==> config.mk <==
export PLATFORM = sky130hd
export DESIGN_NAME = alu_serial_sequencer_flat
export DESIGN_NICKNAME = d
export VERILOG_FILES = /design/src/rtl/alu_serial_sequencer_if.sv /design/src/rtl/alu_serial_sequencer.sv /design/src/flat_wrapper.sv
export SDC_FILE = /design/constraint.sdc
export NUM_CORES = 1
export LEC_CHECK = 0
export ABC_CLOCK_PERIOD_IN_PS = 4870
export CAP_MARGIN = 20
export CORE_MARGIN = 2
export CORE_UTILIZATION = 50
export DETAILED_ROUTE_END_ITERATION = 7
export PLACE_DENSITY = 0.8
export SETUP_SLACK_MARGIN = 0.5
export SYNTH_ARGS = -nofsm -noshare
export SYNTH_HDL_FRONTEND = slang
export SYNTH_SLANG_ARGS = --single-unit
==> constraint.sdc <==
create_clock -name clk -period 4.87 [get_ports clk]
set_clock_uncertainty 0.15 [all_clocks]
set_input_delay 1.2175 -clock clk [delete_from_list [all_inputs] [get_ports clk]]
set_output_delay 1.2175 -clock clk [all_outputs]
set_load 0.1 [all_outputs]
==> src/rtl/alu_serial_sequencer_if.sv <==
// Bit-slice bus between the serial sequencer (master) and one combinational 1-bit ALU slice (slave).
interface alu_serial_sequencer_if;
    logic       slice_op1;
    logic       slice_op2;
    logic       slice_cin;
    logic [2:0] slice_opsel;
    logic       slice_mode;
    logic       slice_result;
    logic       slice_cout;

    modport master (
        output slice_op1, slice_op2, slice_cin, slice_opsel, slice_mode,
        input  slice_result, slice_cout
    );

    modport slave (
        input  slice_op1, slice_op2, slice_cin, slice_opsel, slice_mode,
        output slice_result, slice_cout
    );
endinterface

==> src/rtl/alu_serial_sequencer.sv <==
// Drives a 1-bit ALU slice LSB-first over WIDTH cycles, chaining carry and
// reassembling the serial result bits into a parallel word plus final carry.
module alu_serial_sequencer #(
    parameter int WIDTH = 8
) (
    input  logic                 clk,
    input  logic                 rst_n,
    input  logic                 start,
    input  logic [WIDTH-1:0]     op1_in,
    input  logic [WIDTH-1:0]     op2_in,
    input  logic                 cin_in,
    input  logic [2:0]           opsel_in,
    input  logic                 mode_in,
    output logic                 busy,
    output logic                 done,
    output logic [WIDTH-1:0]     result_out,
    output logic                 cout_out,
    alu_serial_sequencer_if.master slice
);
    localparam int CNT_W = (WIDTH > 2) ? $clog2(WIDTH) : 1;

    typedef enum logic [1:0] {
        ST_IDLE,
        ST_RUN,
        ST_DONE
    } state_t;

    state_t            state_reg, state_next;
    logic [WIDTH-1:0]  a_reg, a_next;
    logic [WIDTH-1:0]  b_reg, b_next;
    logic [WIDTH-1:0]  res_reg, res_next;
    logic              carry_reg, carry_next;
    logic [CNT_W-1:0]  cnt_reg, cnt_next;
    logic [2:0]        opsel_reg, opsel_next;
    logic              mode_reg, mode_next;
    logic [WIDTH-1:0]  result_reg, result_next;
    logic              cout_reg, cout_next;

    always_ff @(posedge clk) begin
        if (!rst_n) begin
            state_reg  <= ST_IDLE;
            a_reg      <= '0;
            b_reg      <= '0;
            res_reg    <= '0;
            carry_reg  <= 1'b0;
            cnt_reg    <= '0;
            opsel_reg  <= 3'b000;
            mode_reg   <= 1'b0;
            result_reg <= '0;
            cout_reg   <= 1'b0;
        end else begin
            state_reg  <= state_next;
            a_reg      <= a_next;
            b_reg      <= b_next;
            res_reg    <= res_next;
            carry_reg  <= carry_next;
            cnt_reg    <= cnt_next;
            opsel_reg  <= opsel_next;
            mode_reg   <= mode_next;
            result_reg <= result_next;
            cout_reg   <= cout_next;
        end
    end

    always_comb begin
        state_next  = state_reg;
        a_next      = a_reg;
        b_next      = b_reg;
        res_next    = res_reg;
        carry_next  = carry_reg;
        cnt_next    = cnt_reg;
        opsel_next  = opsel_reg;
        mode_next   = mode_reg;
        result_next = result_reg;
        cout_next   = cout_reg;
        busy        = 1'b0;
        done        = 1'b0;

        case (state_reg)
            ST_IDLE: begin
                if (start) begin
                    a_next     = op1_in;
                    b_next     = op2_in;
                    carry_next = cin_in;
                    opsel_next = opsel_in;
                    mode_next  = mode_in;
                    res_next   = '0;
                    cnt_next   = '0;
                    state_next = ST_RUN;
                end
            end
            ST_RUN: begin
                busy       = 1'b1;
                a_next     = a_reg >> 1;
                b_next     = b_reg >> 1;
                res_next   = {slice.slice_result, res_reg[WIDTH-1:1]};
                carry_next = slice.slice_cout;
                cnt_next   = cnt_reg + CNT_W'(1);
                if (cnt_reg == CNT_W'(WIDTH - 1)) begin
                    // Final bit: publish the assembled word as DONE is entered.
                    result_next = res_next;
                    cout_next   = slice.slice_cout;
                    cnt_next    = '0;
                    state_next  = ST_DONE;
                end
            end
            ST_DONE: begin
                busy       = 1'b1;
                done       = 1'b1;
                state_next = ST_IDLE;
            end
            default: begin
                state_next = ST_IDLE;
            end
        endcase
    end

    // Operand bits and carry reach the slice only while a bit is being processed.
    assign slice.slice_op1   = (state_reg == ST_RUN) ? a_reg[0]  : 1'b0;
    assign slice.slice_op2   = (state_reg == ST_RUN) ? b_reg[0]  : 1'b0;
    assign slice.slice_cin   = (state_reg == ST_RUN) ? carry_reg : 1'b0;
    assign slice.slice_opsel = opsel_reg;
    assign slice.slice_mode  = mode_reg;

    assign result_out = result_reg;
    assign cout_out   = cout_reg;
endmodule

==> src/flat_wrapper.sv <==
// flat-port wrapper written by rule: the top's interface ports become plain ports
module alu_serial_sequencer_flat 
#(
    parameter int WIDTH = 8
)
  (clk, rst_n, start, op1_in, op2_in, cin_in, opsel_in, mode_in, busy, done, result_out, cout_out, slice_slice_op1, slice_slice_op2, slice_slice_cin, slice_slice_opsel, slice_slice_mode, slice_slice_result, slice_slice_cout);
  alu_serial_sequencer_if slice_i ();
  input  logic clk;
  input  logic rst_n;
  input  logic start;
  input  logic [WIDTH-1:0] op1_in;
  input  logic [WIDTH-1:0] op2_in;
  input  logic cin_in;
  input  logic [2:0] opsel_in;
  input  logic mode_in;
  output logic busy;
  output logic done;
  output logic [WIDTH-1:0] result_out;
  output logic cout_out;
  output wire logic [$bits(slice_i.slice_op1)-1:0] slice_slice_op1;
  output wire logic [$bits(slice_i.slice_op2)-1:0] slice_slice_op2;
  output wire logic [$bits(slice_i.slice_cin)-1:0] slice_slice_cin;
  output wire logic [$bits(slice_i.slice_opsel)-1:0] slice_slice_opsel;
  output wire logic [$bits(slice_i.slice_mode)-1:0] slice_slice_mode;
  input wire logic [$bits(slice_i.slice_result)-1:0] slice_slice_result;
  input wire logic [$bits(slice_i.slice_cout)-1:0] slice_slice_cout;
  assign slice_slice_op1 = slice_i.slice_op1;
  assign slice_slice_op2 = slice_i.slice_op2;
  assign slice_slice_cin = slice_i.slice_cin;
  assign slice_slice_opsel = slice_i.slice_opsel;
  assign slice_slice_mode = slice_i.slice_mode;
  assign slice_i.slice_result = slice_slice_result;
  assign slice_i.slice_cout = slice_slice_cout;
  alu_serial_sequencer #(.WIDTH(WIDTH)) u_core (.clk(clk), .rst_n(rst_n), .start(start), .op1_in(op1_in), .op2_in(op2_in), .cin_in(cin_in), .opsel_in(opsel_in), .mode_in(mode_in), .busy(busy), .done(done), .result_out(result_out), .cout_out(cout_out), .slice(slice_i));
endmodule
Word-level counts from Yosys, hierarchy flattened --
Cells that the tools add are included.
Operators by class: add/subtract/negate cells 1, eq/ne operators 5, multiplexer cells 19, reduce and logical (&&, ||, !) cells 7
Operators with widths (number):
- case mux 8 bit (2 select lines) | 3
- two-way mux 8 bit | 3
- AND reduction 2 bit | 4
- two-way mux 1 bit | 6
- two-way mux 3 bit | 2
- case mux 3 bit (2 select lines) | 1
- two-way mux 2 bit | 2
- case mux 2 bit (2 select lines) | 1
- adder 3 x 1 -> 3 bit (second input constant) | 1
- equality test 3 bit (second input constant) | 1
- equality test 2 x 1 -> 1 bit (second input constant) | 1
- equality test 2 bit (second input constant) | 1
- logical NOT 2 bit | 1
- != test 2 x 1 -> 1 bit (second input constant) | 1
- != test 2 bit (second input constant) | 1
- case mux 1 bit (2 select lines) | 1
- nonzero test 2 bit | 1
- OR reduction 2 bit | 1
Word-level totals: register bits after elaboration 43, input bits 26, output and inout bits 18

Depth between registers and ports, before layout --
depth in word-level cells 3, mapped depth 8, gate-level depth less buffers 5

Worst setup path after synthesis --
No wires, ideal clock.
path type reg2out, start point reg u_core.state_reg[1], end point out slice_slice_cin, data arrival time 1727 ps, data required time 3503 ps, setup slack 1776 ps, cell stages (with the launch flop) 7, cells stage by stage dfxtp_1 inv_1 ha_1 buf_4 buf_6 buf_2 and2_1
On the way: word-level cells in the longest chain between the ends 2
Ends and longest elaborated chain:
- from (decl) | line alu_serial_sequencer.sv:28 | state_t state_reg, state_next;
- from (signal assigned) | line alu_serial_sequencer.sv:52 | state_reg <= state_next;
- equality test 2 x 1 -> 1 bit | line alu_serial_sequencer.sv:121 | assign slice.slice_cin = (state_reg == ST_RUN) ? carry_reg : 1'b0;
- two-way mux 1 bit | line alu_serial_sequencer.sv:121
- to (decl) | line flat_wrapper.sv:22 | output wire logic [$bits(slice_i.slice_cin)-1:0] slice_slice_cin;
No other way between the ends.

Final worst setup path --
start point reg u_core.state_reg[0], end point out busy
On the way: word-level cells in the longest chain between the ends 3, elaborated cells between the ends (all ways) 4, classes of those cells 2 x eq/ne; 1 x mux; 1 x reduce/logical
Ends and longest elaborated chain:
- equality test 2 bit / equality test 2 x 1 -> 1 bit (equally long branches) | line alu_serial_sequencer.sv:79 | case (state_reg)
- OR reduction 2 bit (no source line) (*)
- two-way mux 1 bit (*) | line alu_serial_sequencer.sv:79
- to (decl) | line flat_wrapper.sv:16 | output logic busy;
Every way passes the cells marked *; elsewhere a longest branch is shown, timed or not.

==> metrics.cfg <==
[global_routing]
grt_first_pass_wirelength_um = 5920
grt_use_met2_pct = 31.9
met1_usage_pct = 19.4
grt_pass1_vias = 1411
antenna_found_initial = 0
grt_max_degree = 43
grt_overflow = 0
grt_usage_pct = 17.7
grt_most_used_layer = met2
use_met3_pct = 3.92

[sta]
setup_ws_ns = 1.36
worstMarginPinSlew_ns = 0.968
hold_slack_ns = 0.301
rsz0062_at_grt = false
relSlewSlack_pct = 35.3
fin_crit_sh_pct = 72.2
timing.fmax_mhz = 285
tns_ns = 0
finalWorstPathRequiredPeriod_ns = 3.51
slew_viol_final = 0
hold_viol = 0
setup_viol = 0

[status]
status = complete, no violations

[yosys]
synth_edf_count = 0
syn_avg_cell_area_um2 = 9.87
synth_seq_cells = 42
synth_area_leader_cell = dfxtp_1
yosys.area.top_type_share_pct = 43.7
synth_most_common_cell = dfxtp_1
synth_cell_type_count = 28
synth_area_leaders = dfxtp_1 44%, mux2i_1 7.8%, o211a_1 7.8%
syn_inst = 195
synth_common_cells = 42 x dfxtp_1, 31 x nand2_1, 15 x mux2i_1, 15 x nand3_1, 15 x o211a_1
ys_warn_count = 0
async_flop_share_pct = 0
ys_seq_area_share_pct = 43.7
synth_ff_type = dfxtp_1
syn_nets = 227
synth_area_um2 = 1920

[finish]
diodes = 0
syn2layout_area_growth_pct = 24.4
drive_gt1_share_pct = 7.79
final_nets = 262
fin_cells = 279
post-route-util_pct = 64.9
fillers = 332
finalInstanceArea_um2 = 2390

[clocking]
tritoncts = built
cts-root-buf = clkbuf_8
h-tree-depth = 2
cts_resized = 0
numClockSinks = 42
clockBufferDepth = 2
cts_setup_buffers = 0
cts-buffers-inserted = 5
clock_latency_ns = 0.29
cts_hold_buf = 0
cts.clk_slew.worst_paths_ns = 0.07

[critical_path]
crit_type = flip-flop to output port
crit_fanout = 3
worstPathRequired_ns = 3.50
crit_path_end_kind = output port
cp_cell_sequence = inv_1 -> ha_1 -> clkdlybuf4s50_1
cp_num_cells = 3
critPathTopFamily = buffers and inverters
crit_arrival_ns = 2.15
crit_path_start_kind = flip-flop
cp_slowest_cell = clkdlybuf4s50_1
critPathMaxStageDelay_ns = 1.12
worstRegToRegCells = 6
critPathBufInv = 2

[flow_run]
maxCapViolations = 0

[routing]
first_pass_iters = 4
drcViolationCount = 0
drt_iter0_markers = 80
drtAntennaViolNets = 0
vias_per_cell = 5.24
wirelength_um = 3440
vias = 1462
wl_per_cell_um = 12.3

[floorplanning]
dieHeight_um = 66.0
ios = 44
dieWidth_um = 66.0
design.core.area_um2 = 3690
start_util_pct = 52.2
num_rows = 22
dieArea_um2 = 4360

[pwr]
power_leakage_nw = 1.00
finalPower_mw = 0.800
peakVddDrop_v = 0.000238
pwr_density_cell_nw_per_um2 = 334

[placed_design]
routabilityCongestion = 0.692
dp_cells = 271
pre_cts_ws_ns = 1.67
hpwlAfterDp_um = 2310
portBuffers = 43
dpl_cell_area_um2 = 2300

[hold_path]
hold_path.class = flip-flop to flip-flop
holdPathStages = 2

## per-layer routing
layer / routed length, um / vias to the layer above / share of wire [%]
met5: 0 / - / 0
met2: 1580 / 44 / 46
met1: 1610 / 657 / 47
met4: 53 / 0 / 1.5
li1: - / 756 / -
met3: 192 / 5 / 5.6
## final timing paths
path                        startpoint                    to  slack [ns]
setup / recovery   u_core.state_reg[0]                  busy        1.36
hold / removal    u_core.result_out[2]  u_core.result_out[2]        0.30
setup reg to reg   u_core.state_reg[1]     u_core.cnt_reg[1]        2.67
hold reg to reg   u_core.result_out[2]  u_core.result_out[2]        0.30
## report_power, final
part | leakage (nW) | switching [mW] | internal (mW) | total (mW)
Sequential | 0.343 | 0.0129 | 0.368 | 0.381
Clock | 0.0482 | 0.112 | 0.114 | 0.226
Combinational | 0.609 | 0.115 | 0.0782 | 0.193
## placed cells by master, fill, tap and decap left out, types with 3 or more instances in the layout
cell type	n
ha_1	5
o211a_1	15
buf_4	5
nand2_1	31
nor2b_1	12
nand3_1	15
clkdlybuf4s50_1	40
a21boi_0	8
mux2i_1	15
a21boi_1	6
a32oi_1	8
dfxtp_1	42
and2_1	3
clkbuf_8	6
## layout make-up
| class | instances | area [um^2] | area share (%) |
|---|---|---|---|
| Tap cell | 48 | 60.1 | 2.51 |
| Inverter | 2 | 7.51 | 0.313 |
| Timing Repair Buffer | 45 | 438 | 18.3 |
| Multi-Input combinational cell | 134 | 957 | 40.0 |
| Sequential cell | 42 | 841 | 35.1 |
| Clock inverter | 1 | 5.00 | 0.209 |
| Clock buffer | 7 | 86.3 | 3.61 |
## worst min-delay path: stages (launching register included)
cell      delay, ns
dfxtp_1        0.31
nand2_1        0.05
a21boi_1       0.05
## cells by family after synthesis
group | after synthesis | synth area share, %
muxes | 17 | 9.30
adders and majority gates | 6 | 3.90
DFF | 42 | 43.7
AOI/OAI and AO/OA | 44 | 19.6
buffers and inverters | 19 | 6.70
and+or+nand+nor | 67 | 16.8
Power figures use the tool's default switching activity.
==> edit (config.mk and constraints unchanged) <==
Encoding of `state_t`: now one-hot (3 bits for 3 states).
--- a/src/rtl/alu_serial_sequencer.sv
+++ b/src/rtl/alu_serial_sequencer.sv
@@ -21,6 +21,6 @@
 
-    typedef enum logic [1:0] {
-        ST_IDLE,
-        ST_RUN,
-        ST_DONE
+    typedef enum logic [2:0] {
+        ST_IDLE = 3'b001,
+        ST_RUN  = 3'b010,
+        ST_DONE = 3'b100
     } state_t;
Check against the original RTL: no difference found for any inputs over 10 cycles, from zero or initial values and one cycle with rst_n low; not proved beyond that.
==> edit against the unedited design <==
- cell area is 10% lower
- synthesized area shrank 15%
- power is 17% lower
- clock power is 17% lower
- setup slack worse by 0.52 ns
- sequential power about the same
- sequential share of layout area rose by 5.0 points
- combinational power is 49% lower
- register-to-register slack worse by 0.09 ns
- critical path depth unchanged
- sequential cell count is 1 higher
- wire length is 3.5% higher
- worst hold slack improved by 0.016 ns
- largest cell class is now sequential cells
==> edit: results (changes against the unedited design) <==
metric	value	unit	change
RR Startpoint	u_core.state_reg[0]$_SDFFE_PN1P_		
worst skew pair latency	0.34	ns	+0.05 ns
fill cell count	264		-20%
layout cells sized above 1	6.82	%	-0.97 points
RD Place Congestion	0.712		+2.9%
DPL Wire Length	2.40	mm	+3.8%
post-synthesis sequential area ratio	52.5	%	+8.8 points
Synth cell types	25		-11%
Worst R2R Path Depth	3		-3
Syn Nets	212		-6.6%
number of global-route vias before repair	1407		-0.28%
post-DR vias/cell	5.47		+4.4%
flop-to-flop setup slack	2.58	ns	-0.09 ns
max_slew headroom	33.8	%	-1.5 points
largest net degree at the start of global routing	48		+12%
cell count after placement	256		-5.5%
Worst-path clk slew	0.11	ns	+0.04 ns
DR WL met3	189	um	-1.6%
Post-synth top cells	dfxtp_1, nand2_1, nor2_1		
M1 wire length	1.47	mm	-8.9%
CP Launch Point	u_core.state_reg[1]$_SDFFE_PN0P_		
Post-Route WL	3.56	mm	+3.5%
status	finished clean		
crit path capture	slice_slice_op1		
drt wl/cell	13.5	um	+9.4%
# nets final	247		-5.7%
synth top area cells	dfxtp_1, o221ai_1, nand2_1		
WP data arrival	2.67	ns	+0.52 ns
cells after synthesis	184		-5.6%
Internal	496	uW	-12%
worst reg2reg path endpoint	u_core.res_reg[7]$_SDFFE_PN0P_		
Starting DRT DRC Count	28		-65%
hold_sp	u_core.a_reg[7]$_SDFFE_PN0P_		
Peak VDD IR	0.000201	V	-15%
routed wl met2	1.85	mm	+17%
[edit: cell types whose count changed in the layout (fill, tap and decap cells not counted), sizes merged, moves of 4 or more]
cell,delta
mux2i,-16
o22ai,+7
o221ai,+15
nand3,-4
nor2,+15
ha,-4
o21ai,+10
nand2,-5
nor2b,-12
o211a,-15
a32oi,-8
a21boi,-12
nor3,+15
[edit: layout make-up]
cell class | count | area [um^2] | share of cell area, %
Timing Repair Buffer | 45 | 443 | 20.7
Sequential cell | 43 | 861 | 40.1
Tap cell | 44 | 55.1 | 2.57
Clock buffer | 8 | 68.8 | 3.21
Multi-Input combinational cell | 124 | 717 | 33.4
[edit: per-layer routing]
layer | track usage [%] | vias to the layer above
met5 | 0 | -
met4 | 8.70 | 0
met3 | 3.78 | 6
met2 | 38.6 | 42
met1 | 22.4 | 668
li1 | - | 728
[edit: through the flow]
stage,total power [uW],area [um^2],setup slack (ns),hold slack [ns]
global route,689,2140,0.696,0.344
floorplan,451,1650,1.02,0.285
global placement,482,2080,1.27,0.293
finish,666,2140,0.837,0.317
detailed placement,486,2080,1.22,0.305
CTS,669,2140,0.834,0.322
[edit: cell families after synthesis]
family,share of synthesized area (%)
flops,52.5
compound gates,17.5
buf+inv,4.42
fa+ha+maj,1.53
simple gates,24.1
[edit: worst min-delay path, delay by kind of cell (launching register included)]
| family | cells | cell delay (ns) |
|---|---|---|
| and+or+nand+nor | 1 | 0.05 |
| AOI/OAI and AO/OA | 1 | 0.05 |
| DFF | 1 | 0.33 |
[edit: power groups by stage]
stage,Clock [uW],Sequential (uW),Combinational (uW)
global route,199,382,107
floorplan,0,401,50.2
global placement,0,386,95.6
detailed placement,0,388,98.2
CTS,191,380,98.7
finish,188,380,98.1
